$ cat src/rtl/dmem_adapter.sv
// Data-memory adapter: turns one memory-stage load/store into a word-aligned
// bus transaction and returns the right-aligned, extended load result.
module dmem_adapter #(
  parameter int unsigned TIMEOUT_CYCLES = 64,
  parameter int unsigned CNT_W          = 8
) (
  input  logic        clk,
  input  logic        rst_n,
  input  logic        req_valid,
  input  logic [31:0] req_addr,
  input  logic        req_fcn,
  input  logic [2:0]  req_typ,
  input  logic [31:0] req_wdata,
  output logic        cmiss_stall,
  output logic        resp_valid,
  output logic [31:0] resp_data,
  output logic        misaligned,
  output logic        bus_err,
  output logic        bus_req_valid,
  input  logic        bus_req_ready,
  output logic [31:0] bus_addr,
  output logic        bus_we,
  output logic [3:0]  bus_be,
  output logic [31:0] bus_wdata,
  input  logic        bus_resp_valid,
  input  logic [31:0] bus_rdata
);

  typedef enum logic [1:0] {IDLE, REQ, WAIT, DONE} state_t;

  localparam logic [2:0] TYP_B  = 3'd1;
  localparam logic [2:0] TYP_H  = 3'd2;
  localparam logic [2:0] TYP_BU = 3'd4;
  localparam logic [2:0] TYP_HU = 3'd5;

  state_t            state_reg, state_next;
  logic [2:0]        typ_reg;
  logic [1:0]        off_reg;
  logic              we_reg;
  logic              mis_reg;
  logic              err_reg;
  logic [31:0]       resp_data_reg;
  logic [CNT_W-1:0]  cnt_reg;
  logic              bus_req_valid_reg;
  logic [31:0]       bus_addr_reg;
  logic              bus_we_reg;
  logic [3:0]        bus_be_reg;
  logic [31:0]       bus_wdata_reg;

  logic              req_mis;
  logic [3:0]        be_calc;
  logic [31:0]       wdata_calc;
  logic [31:0]       shifted;
  logic [31:0]       load_ext;
  logic              timeout_hit;

  // Size decode of the incoming request; X and unknown codes behave as W.
  always_comb begin
    req_mis    = 1'b0;
    be_calc    = 4'b1111;
    wdata_calc = req_wdata;
    if (req_typ == TYP_B || req_typ == TYP_BU) begin
      be_calc    = 4'b0001 << req_addr[1:0];
      wdata_calc = {4{req_wdata[7:0]}};
    end else if (req_typ == TYP_H || req_typ == TYP_HU) begin
      req_mis    = req_addr[0];
      be_calc    = 4'b0011 << req_addr[1:0];
      wdata_calc = {2{req_wdata[15:0]}};
    end else begin
      req_mis    = |req_addr[1:0];
    end
  end

  always_comb begin
    shifted = bus_rdata >> {off_reg, 3'b000};
    case (typ_reg)
      TYP_B:   load_ext = {{24{shifted[7]}}, shifted[7:0]};
      TYP_BU:  load_ext = {24'b0, shifted[7:0]};
      TYP_H:   load_ext = {{16{shifted[15]}}, shifted[15:0]};
      TYP_HU:  load_ext = {16'b0, shifted[15:0]};
      default: load_ext = shifted;
    endcase
  end

  generate
    if (TIMEOUT_CYCLES != 0) begin : g_timeout
      assign timeout_hit = (cnt_reg == CNT_W'(TIMEOUT_CYCLES - 1));
    end else begin : g_no_timeout
      assign timeout_hit = 1'b0;
    end
  endgenerate

  always_comb begin
    state_next = state_reg;
    case (state_reg)
      IDLE: if (req_valid) state_next = req_mis ? DONE : REQ;
      REQ:  if (bus_req_ready) state_next = WAIT;
      WAIT: if (bus_resp_valid || timeout_hit) state_next = DONE;
      DONE: state_next = IDLE;
      default: state_next = IDLE;
    endcase
  end

  always_ff @(posedge clk or negedge rst_n) begin
    if (!rst_n) begin
      state_reg         <= IDLE;
      typ_reg           <= 3'd0;
      off_reg           <= 2'd0;
      we_reg            <= 1'b0;
      mis_reg           <= 1'b0;
      err_reg           <= 1'b0;
      resp_data_reg     <= 32'd0;
      cnt_reg           <= '0;
      bus_req_valid_reg <= 1'b0;
      bus_addr_reg      <= 32'd0;
      bus_we_reg        <= 1'b0;
      bus_be_reg        <= 4'd0;
      bus_wdata_reg     <= 32'd0;
    end else begin
      state_reg <= state_next;
      case (state_reg)
        IDLE: if (req_valid) begin
          typ_reg       <= req_typ;
          off_reg       <= req_addr[1:0];
          we_reg        <= req_fcn;
          mis_reg       <= req_mis;
          err_reg       <= 1'b0;
          resp_data_reg <= 32'd0;
          if (!req_mis) begin
            bus_req_valid_reg <= 1'b1;
            bus_addr_reg      <= {req_addr[31:2], 2'b00};
            bus_we_reg        <= req_fcn;
            bus_be_reg        <= be_calc;
            bus_wdata_reg     <= wdata_calc;
          end
        end
        // Bus fields drop back to zero as soon as the request is accepted.
        REQ: if (bus_req_ready) begin
          bus_req_valid_reg <= 1'b0;
          bus_addr_reg      <= 32'd0;
          bus_we_reg        <= 1'b0;
          bus_be_reg        <= 4'd0;
          bus_wdata_reg     <= 32'd0;
          cnt_reg           <= '0;
        end
        WAIT: begin
          if (bus_resp_valid) begin
            resp_data_reg <= we_reg ? 32'd0 : load_ext;
          end else if (TIMEOUT_CYCLES != 0) begin
            cnt_reg <= cnt_reg + CNT_W'(1);
            if (timeout_hit) err_reg <= 1'b1;
          end
        end
        default: ;
      endcase
    end
  end

  assign cmiss_stall   = rst_n & (((state_reg == IDLE) & req_valid) |
                                  (state_reg == REQ) | (state_reg == WAIT));
  assign resp_valid    = (state_reg == DONE);
  assign misaligned    = (state_reg == DONE) & mis_reg;
  assign bus_err       = (state_reg == DONE) & err_reg;
  assign resp_data     = (state_reg == DONE) ? resp_data_reg : 32'd0;
  assign bus_req_valid = bus_req_valid_reg;
  assign bus_addr      = bus_addr_reg;
  assign bus_we        = bus_we_reg;
  assign bus_be        = bus_be_reg;
  assign bus_wdata     = bus_wdata_reg;

endmodule

$ cat config.mk
export PLATFORM = sky130hd
export DESIGN_NAME = dmem_adapter
export DESIGN_NICKNAME = d
export VERILOG_FILES = /design/src/rtl/dmem_adapter.sv
export SDC_FILE = /design/constraint.sdc
export NUM_CORES = 1
export LEC_CHECK = 0
export CAP_MARGIN = 15
export CELL_PAD_IN_SITES_DETAIL_PLACEMENT = 0
export CELL_PAD_IN_SITES_GLOBAL_PLACEMENT = 1
export CORE_MARGIN = 2
export CORE_UTILIZATION = 35
export CTS_CLUSTER_SIZE = 40
export DETAILED_ROUTE_END_ITERATION = 8
export HOLD_SLACK_MARGIN = 0.05
export PLACE_DENSITY_LB_ADDON = 0.25
export RECOVER_POWER = 100
export SYNTH_ARGS = -nofsm -noshare
export SYNTH_HDL_FRONTEND = slang
export SYNTH_SLANG_ARGS = --single-unit
$ cat constraint.sdc
create_clock -name clk -period 2.04 [get_ports clk]
set_input_delay 0.408 -clock clk [delete_from_list [all_inputs] [get_ports clk]]
set_output_delay 0.408 -clock clk [all_outputs]
set_load 0.05 [all_outputs]
Yosys cells after proc, flatten, opt, wreduce, memory -nomap -nowiden
Index checks and enable logic that the tools add are counted.

cells by class
  add/subtract/negate cells = 1
  equality and inequality tests = 19
  shift-type cells = 3
  multiplexer cells = 42
  bitwise logic cells = 6
  reduce and logical (&&, ||, !) cells = 14

operators with widths
  cell                                             number
  2-to-1 mux 32 bit                                11
  case mux 32 bit (2 select lines)                 3
  case mux 32 bit (4 select lines)                 1
  right shift 32 x 5 -> 32 bit                     1
  2-to-1 mux 4 bit                                 5
  2-to-1 mux 8 bit                                 2
  case mux 8 bit (2 select lines)                  1
  != test 2 bit, second input constant             7
  == test 3 bit, second input constant             4
  2-to-1 mux 1 bit                                 10
  AND reduction 3 bit                              3
  adder 8 x 1 -> 8 bit, second input constant      1
  == test 8 x 6 -> 1 bit, second input constant    1
  2-to-1 mux 2 bit                                 4
  case mux 2 bit (4 select lines)                  1
  case mux 4 bit (2 select lines)                  1
  AND reduction 4 bit                              2
  == test 3 x 1 -> 1 bit, second input constant    2
  == test 3 x 2 -> 1 bit, second input constant    2
  case mux 1 bit (2 select lines)                  3
  nonzero test 2 bit                               3
  AND 1 bit                                        4
  == test 2 bit, second input constant             2
  left shift 1 x 2 -> 4 bit, first input constant  1
  other kinds (7)                                  10

storage, ports and cells
  flip-flop bits (word level) = 120
  bits of input ports = 105
  output and inout port bits = 106

Logic depth before layout (Yosys ltp)
Gate-level depths: netlist (run 1).

  depth in word-level cells = 7
  mapped depth = 8
  mapped depth without buffers = 6

Worst setup path before layout (run 1)
OpenSTA, ideal clock, no wires.

  kind = flip-flop to output port
  start point = register state_reg[0]
  end point = output cmiss_stall
  arrival time = 2.241 ns
  path slack = -0.609 ns
  stages on the path, launching flop included = 6
  buffers on the path = 1
  cells stage by stage = dfrtp_1 -> inv_1 -> ha_1 -> nand2_1 -> clkbuf_1 -> a21boi_0

between the ends
  word-level cells in the longest chain between the ends = 5

RTL lines
  element                 RTL line  text
  from (decl)             36        state_t state_reg, state_next;
  from (signal assigned)  120       state_reg <= state_next;
  zero test 2 bit         159       assign cmiss_stall = rst_n & (((state_reg == IDLE) & req_valid) |
  AND 1 bit               159
  OR 1 bit                159
  OR 1 bit *              160       (state_reg == REQ) | (state_reg == WAIT));
  AND 1 bit *             159
  to (decl)               14        output logic cmiss_stall,

Every way passes the cells marked *; elsewhere a longest branch is shown, timed or not.

Worst setup path after layout (run 1)
Same ends and word-level chain as after synthesis.

==> results of run 1 <==
[worst max-delay path, cell delays in order (launching register included)]
cell and delay, ps:
sky130_fd_sc_hd__dfrtp_1 410, sky130_fd_sc_hd__inv_2 130, sky130_fd_sc_hd__buf_12 110, sky130_fd_sc_hd__ha_4 160, sky130_fd_sc_hd__nand2_4 70, sky130_fd_sc_hd__a21boi_4 160
sky130_fd_sc_hd__buf_12 150
[final cells by class]
cell class / count / share of cell area, %
Timing Repair Buffer: 281 / 31.6
Multi-Input combinational cell: 393 / 30.3
Sequential cell: 118 / 29.1
Clock buffer: 19 / 4.37
Tap cell: 225 / 2.78
Clock inverter: 13 / 1.54
Inverter: 9 / 0.333
[logic make-up (layout without fill, tap and decap cells)]
logic type / after synthesis / after routing / synth area share, %
adders and majority gates: 10 / 10 / 2.01
DFF: 118 / 118 / 47.4
other: 1 / 2 / 0.0602
buffers and inverters: 58 / 322 / 5.32
AOI/OAI and AO/OA: 166 / 166 / 22.7
xor gates and xnor gates: 3 / 3 / 0.723
muxes: 43 / 43 / 7.21
and+or+nand+nor: 169 / 169 / 14.5
[timing repair]
action,CTS,global route
setup buffers,4,11
pin swaps,1,4
resized for setup,15,53
setup endpoints to repair,18,80
[synth_stat cells, drive strengths merged, types with 11 or more instances]
library cell  count
nor2             13
nand2            70
clkbuf           20
a32o             48
buf              29
mux2i            37
a211o            15
o21ai            11
dfrtp           118
nor2b            12
o22ai            29
and2             35
[power groups by stage]
stage / clock [mW] / combinational (mW) / sequential [mW]
after floorplan: 0 / 2.96 / 5.56
after global placement: 0 / 7.47 / 3.80
after detailed placement: 0 / 7.59 / 3.84
after CTS: 3.07 / 7.80 / 3.82
after global routing: 3.18 / 8.44 / 3.95
final: 3.03 / 7.98 / 3.83
[worst paths after layout]
kind,from,end,slack (ps),depth (start not counted)
worst min-delay path,resp_data_reg[19]$_DFFE_PN0P_,resp_data_reg[19]$_DFFE_PN0P_,480,2
worst max register to register,cnt_reg[0]$_DFFE_PN0P_,state_reg[1]$_DFFE_PN0P_,150,5
worst max-delay path,state_reg[0]$_DFFE_PN0P_,cmiss_stall,30,6
min in group asynchronous,rst_n,resp_data_reg[30]$_DFFE_PN0P_,520,2
worst min register to register,resp_data_reg[19]$_DFFE_PN0P_,resp_data_reg[19]$_DFFE_PN0P_,480,2
max in group asynchronous,rst_n,state_reg[1]$_DFFE_PN0P_,300,2
[cell usage in the layout (no fill, tap or decap), drive strengths merged, types with 6 or more instances in the layout]
master | synthesis | layout
or2 | 7 | 7
nand3 | 8 | 8
nor2 | 13 | 13
a211o | 15 | 15
ha | 10 | 10
mux2i | 37 | 37
o211ai | 10 | 10
o32ai | 7 | 7
dlymetal6s2s | 0 | 27
o22ai | 29 | 29
clkbuf | 20 | 20
and2 | 35 | 35
a32o | 48 | 48
a21oi | 9 | 9
o21ai | 11 | 11
buf | 29 | 115
nand4b | 8 | 8
inv | 9 | 9
dfrtp | 118 | 118
a22o | 7 | 7
nor2b | 12 | 12
nand2 | 70 | 70
o31ai | 6 | 6
o221ai | 8 | 8
clkdlybuf4s50 | 0 | 136
[per-layer routing]
| metal | vias up | GRT usage, % |
|---|---|---|
| li1 | 2643 | - |
| met1 | 2814 | 27.4 |
| met2 | 210 | 33.6 |
| met3 | 25 | 6.88 |
| met4 | 0 | 7.62 |
| met5 | - | 0 |
==> Flow_metrics.wiki, run 1 <==
{| class="wikitable"
! Metric !! Value
|-
| Run status || finished, violations left
|-
| Violated checks || capacitance limit, slew limit
|-
| CTS HTree Levels || 4
|-
| Total power draw || 14.8 mW
|-
| Register bit count reported by yosys || 118
|-
| Unique masters post-synth || 62
|-
| Cts hold-fix bufs || 0
|-
| DR top layer || met4
|-
| Final count of negative-setup-slack endpoints || 0
|-
| Count of input and output buffers || 208
|-
| Worst rel slew slack || -9.74%
|-
| DIE AREA || 0.0189 mm2
|-
| Number of antenna violations at the first check in global routing || 0
|-
| Power per unit of standard cell area || 1460 mW/mm2
|-
| Violation count after the first detailed-route iteration || 398
|-
| Die boundary height || 137 um
|-
| Number of global-route vias before repair || 5,778
|-
| Final Critical Period || 2010 ps
|-
| Antenna diode count || 0
|-
| Worst vdd rail ir drop || 816 uV
|-
| Post-synthesis sequential area ratio || 47.4%
|-
| Residual DRC || 0
|-
| Wire length per cell || 18.8 um
|-
| Startpoint type of the worst setup path || flip-flop
|-
| Avg Inst Size Synth || 11.0 um2
|-
| Number of fill cells || 1,442
|-
| RSZ-0062 raised after global routing || true
|-
| Number of pins with negative max-slew slack in the final report || 119
|-
| Wire length the detailed router placed on met1 || 8630 um
|-
| Multi-input combinational cell area || 0.00307 mm2
|-
| Kind of critical path || reg2out
|-
| Core area || 0.0174 mm2
|-
| Yosys warning total || 0
|-
| Cells taking the most area after synthesis || sky130_fd_sc_hd__dfrtp_1 (47%), sky130_fd_sc_hd__a32o_1 (7.7%), sky130_fd_sc_hd__mux2i_1 (5.9%)
|-
| Number of nets in the layout || 935
|-
| Dominant register cell in the synthesized netlist || sky130_fd_sc_hd__dfrtp_1
|-
| WP data required || 1630 ps
|-
| Mean number of vias per cell || 5.38
|-
| Crit path DAT || 1600 ps
|-
| Slew at the pin with the worst max-slew slack || 1650 ps
|-
| Total clock sinks || 118
|-
| Clock buffers created by TritonCTS || 17
|-
| Class of the worst hold path || reg2reg
|-
| CTS max path bufs || 2
|-
| CTS tree || yes
|-
| Int Pwr || 8.47 mW
|-
| Wire length on met2 || 9430 um
|-
| Post-route cell area || 0.0101 mm2
|-
| Net Sw Frac || 42.9%
|-
| Count of endpoints failing hold in the final timing report || 0
|-
| Setup slack of the critical path after layout || 34.3 ps
|-
| Initial cell density of the core || 35.9%
|-
| Worst Setup Slack post-DPL || -398 ps
|-
| Ports || 211
|-
| Clock Power Share || 20.4%
|-
| Met3 WL || 1480 um
|-
| Cell area after technology mapping || 0.00623 mm2
|-
| Biggest area consumer among synthesized cells || sky130_fd_sc_hd__dfrtp_1
|-
| Post-Route Utilization || 58.4%
|-
| RePlAce Congestion || 0.880
|-
| Final TNS setup || 0 ps
|-
| Overall track demand over capacity in global routing || 21.3%
|-
| Cell area after placement || 0.00919 mm2
|-
| Post-synthesis instance total || 568
|-
| Remaining antenna violation count || 0
|-
| Number of optimization iterations in the first detailed-route pass || 5
|-
| Detailed-route via count || 5,692
|-
| Net Switching || 6.37 mW
|-
| Area added between synthesis and finish || 62.9%
|-
| Width of the die || 137 um
|-
| Fraction of layout instances using a drive strength above 1 || 24.2%
|-
| Library cell used as clock root buffer || sky130_fd_sc_hd__clkbuf_16
|-
| Total number of placement rows || 48
|-
| Crit. End Element || output port
|-
| Pin count of the biggest net entering global routing || 119
|-
| Final worst-path cycle share || 98.3%
|-
| Cell total after placement || 1,011
|-
| Clock network latency to the later pin of the worst-skew pair || 410 ps
|-
| Post-synth top area share || 47.4%
|-
| Async set-or-reset flop fraction in the synthesized netlist || 100%
|-
| DP Wirelength || 14,300 um
|-
| Comb power frac || 53.8%
|-
| Final Routed Wirelength || 19,900 um
|-
| F_max || 499 MHz
|-
| Skew final || 4.74 ps
|-
| Number of non-filler instances in the completed layout || 1,058
|-
| Worst Hold Margin || 481 ps
|-
| Leakage component of the power || 4.80 nW
|-
| Share of total power in sequential cells || 25.8%
|-
| Register cell area after layout || 0.00295 mm2
|-
| First-pass GRT wire length || 30,800 um
|-
| Number of synthesized flops with an enable pin || 0
|-
| Crit path max fanout || 4
|-
| Final global-route overflow total || 0
|-
| Clock slew seen by the registers of the worst setup and hold paths || 60 ps
|-
| Maximum Capacitance Violations || 1
|}
Power figures use the tool's default switching activity.
==> run 2, diff against run 1 <==
--- a/config.mk
+++ b/config.mk
@@ -12,9 +12,11 @@
 export CORE_UTILIZATION = 35
 export CTS_CLUSTER_SIZE = 40
 export DETAILED_ROUTE_END_ITERATION = 8
+export GPL_ROUTABILITY_DRIVEN = 0
 export HOLD_SLACK_MARGIN = 0.05
-export PLACE_DENSITY_LB_ADDON = 0.25
+export PLACE_DENSITY_LB_ADDON = 0.12
 export RECOVER_POWER = 100
 export SYNTH_ARGS = -nofsm -noshare
 export SYNTH_HDL_FRONTEND = slang
 export SYNTH_SLANG_ARGS = --single-unit
+export TNS_END_PERCENT = 100
==> run 2 against run 1 <==
Compared with the run above:
- the run still ends with capacitance limit, slew limit left
- non-clock buffer count down 11
- via count is 2.8% lower
- hold slack lost 3.0 ps
- clock power down 1%
- core utilization is 1.8 points lower
- cell count is 1.0% lower
- clock skew is 7.3 ps higher
- clock-buffer cell count increased by 1
- sequential power barely moved
- sequential share of layout area grew 0.94 points
- worst setup slack gained 9.2 ps
- flip-flop and latch count unchanged
- critical endpoint is now bus_wdata[11]
- largest cell class is now multi-input combinational cells
- largest power group unchanged
==> Flow_metrics.wiki, run 2 (same netlist as run 1, synthesis figures left out) <==
{| class="wikitable"
! Metric !! Value
|-
| Worst vdd rail ir drop || 839 uV
|-
| Leakage component of the power || 4.19 nW
|-
| Crit path max fanout || 2
|-
| Startpoint of the lowest-slack register-to-register path || state_reg[0]$_DFFE_PN0P_
|-
| Library cell used as clock root buffer || sky130_fd_sc_hd__clkbuf_16
|-
| Detailed-route via count || 5,535
|-
| Crit. End Element || output port
|-
| Number of fill cells || 1,505
|-
| Class of the worst hold path || reg2reg
|-
| Count of endpoints failing hold in the final timing report || 0
|-
| Share of total power in sequential cells || 26.7%
|-
| Initial cell density of the core || 35.9%
|-
| Violation count after the first detailed-route iteration || 271
|-
| Net Sw Frac || 43.6%
|-
| DIE AREA || 0.0189 mm2
|-
| Overall track demand over capacity in global routing || 20.9%
|-
| Final worst-path cycle share || 97.9%
|-
| Final Critical Period || 2000 ps
|-
| Startpoint type of the worst setup path || flip-flop
|-
| Kind of cell adding the most delay to the critical path || buffers and inverters
|-
| Clock buffers created by TritonCTS || 17
|-
| Number of optimization iterations in the first detailed-route pass || 6
|-
| Levels on crit path || 1
|-
| Width of the die || 137 um
|-
| Number of antenna violations at the first check in global routing || 0
|-
| Maximum Capacitance Violations || 1
|-
| Crit path DAT || 1590 ps
|-
| Hold-critical path depth || 1
|-
| First-pass GRT wire length || 30,600 um
|-
| Total power draw || 14.4 mW
|-
| Number of non-filler instances in the completed layout || 1,047
|-
| Violated checks || capacitance limit, slew limit
|-
| Comb power frac || 52.5%
|-
| Cells along the critical path || clkdlybuf4s50_1
|-
| Mean number of vias per cell || 5.29
|-
| Core area || 0.0174 mm2
|-
| Total number of placement rows || 48
|-
| Setup slack of the critical path after layout || 43.5 ps
|-
| Clock slew seen by the registers of the worst setup and hold paths || 50 ps
|-
| WP data required || 1630 ps
|-
| Fraction of layout instances using a drive strength above 1 || 20.2%
|-
| Wire length per cell || 18.5 um
|-
| Cell total after placement || 1,010
|-
| Worst rel slew slack || -9.78%
|-
| Critical Path Max Stage Delay || 830 ps
|-
| Pin count of the biggest net entering global routing || 119
|-
| DP Wirelength || 13,800 um
|-
| Run status || finished, violations left
|-
| WP buf/inv || 1
|-
| Most common library cell in the layout ignoring fill and taps || sky130_fd_sc_hd__clkdlybuf4s50_1
|-
| Final global-route overflow total || 0
|-
| F_max || 501 MHz
|-
| Final Routed Wirelength || 19,300 um
|-
| Skew final || 12.0 ps
|-
| Number of pins with negative max-slew slack in the final report || 119
|-
| Area added between synthesis and finish || 57.8%
|-
| Startpoint of the most critical setup path || bus_wdata[11]$_DFFE_PN0P_
|-
| RSZ-0062 raised after global routing || false
|-
| Worst Setup Slack post-DPL || -439 ps
|-
| Residual DRC || 0
|-
| Ports || 211
|-
| CTS max path bufs || 2
|-
| Number of nets in the layout || 924
|-
| Number of global-route vias before repair || 5,828
|-
| Slew at the pin with the worst max-slew slack || 1650 ps
|-
| Clock network latency to the later pin of the worst-skew pair || 420 ps
|-
| Total clock sinks || 118
|-
| CTS tree || yes
|-
| Power per unit of standard cell area || 1460 mW/mm2
|-
| Kind of critical path || reg2out
|-
| CTS HTree Levels || 4
|-
| Remaining antenna violation count || 0
|-
| Cts hold-fix bufs || 0
|-
| Cells on worst reg2reg path || 8
|-
| Clock Power Share || 20.8%
|-
| Start point of the worst hold path || resp_data_reg[11]$_DFFE_PN0P_
|-
| Count of input and output buffers || 208
|-
| Final count of negative-setup-slack endpoints || 0
|-
| Antenna diode count || 0
|-
| Int Pwr || 8.09 mW
|-
| Library cell contributing the largest single delay on the critical path || sky130_fd_sc_hd__clkdlybuf4s50_1
|-
| Die boundary height || 137 um
|-
| Net Switching || 6.27 mW
|-
| Top library cells by usage in the layout, fill and taps aside || sky130_fd_sc_hd__clkdlybuf4s50_1 (153), sky130_fd_sc_hd__dfrtp_1 (116), sky130_fd_sc_hd__nand2_1 (69), sky130_fd_sc_hd__a32o_1 (48), sky130_fd_sc_hd__buf_12 (46)
|}
[run 2: changes by cell type in the layout (fill, tap and decap cells not counted), sizes merged]
cell	change
clkdlybuf4s50	+17
dlygate4sd2	-2
clkbuf	+26
dlymetal6s2s	-27
buf	-24
clkinv	-1
[run 2: area by class of cell]
type	instances	area (um2)	share of cell area, %
Clock buffer	20	437	4.44
Sequential cell	118	2960	30.1
Timing Repair Buffer	270	2910	29.6
Tap cell	225	282	2.86
Inverter	9	38.8	0.395
Clock inverter	12	155	1.58
Multi-Input combinational cell	393	3060	31.1
[run 2: worst register-to-register path, delay by kind of cell (launching register included)]
kind	cells	cell delay (ps)
flip-flops	1	420
adder cells (fa/ha/maj)	1	170
buffers and inverters	4	660
AND/OR/NAND/NOR	1	110
AO/OA/AOI/OAI	2	460
[run 2: path summary, 6_finish.rpt]
check / endpoint / slack, ps
worst max-delay path: bus_wdata[11] / 40
max in group asynchronous: state_reg[0]$_DFFE_PN0P_ / 310
worst min register to register: resp_data_reg[11]$_DFFE_PN0P_ / 480
min in group asynchronous: cnt_reg[2]$_DFFE_PN0P_ / 540
worst min-delay path: resp_data_reg[11]$_DFFE_PN0P_ / 480
worst max register to register: resp_data_reg[9]$_DFFE_PN0P_ / 100
[run 2: power groups by stage]
stage | logic, mW | clock network [mW] | registers, mW
final | 7.54 | 2.99 | 3.84
after global routing | 8.00 | 3.14 | 3.95
after CTS | 7.74 | 3.05 | 3.83
after detailed placement | 7.57 | 0 | 3.83
after global placement | 7.47 | 0 | 3.80
after floorplan | 2.96 | 0 | 5.56
[run 2: what timing repair did]
action / in CTS / in global routing
buffers inserted: 3 / 2
setup endpoints to repair: 33 / 87
resized for setup: 16 / 22
pin swaps: 2 / 2
[run 2: per-stage QoR]
step | setup TNS [ps] | instance area [um2] | utilization [%] | hold WS [ps]
3_3_place_gp | -21740 | 9220 | 53.1 | 464
6_report | 0 | 9830 | 56.6 | 478
4_1_cts | -4.23 | 9890 | 57.0 | 146
5_1_grt | 0 | 9830 | 56.6 | 499
3_5_place_dp | -27200 | 9220 | 53.1 | 472
2_1_floorplan | 0 | 6240 | - | 112
[run 2: layer usage]
metal	share of wire [%]	up-vias	wire [um]	track usage [%]
met5	0	-	0	0
met4	1.3	0	251	6.30
met3	8.6	16	1660	7.51
met2	49	198	9550	34.4
met1	41	2703	7870	25.6
li1	-	2618	-	-
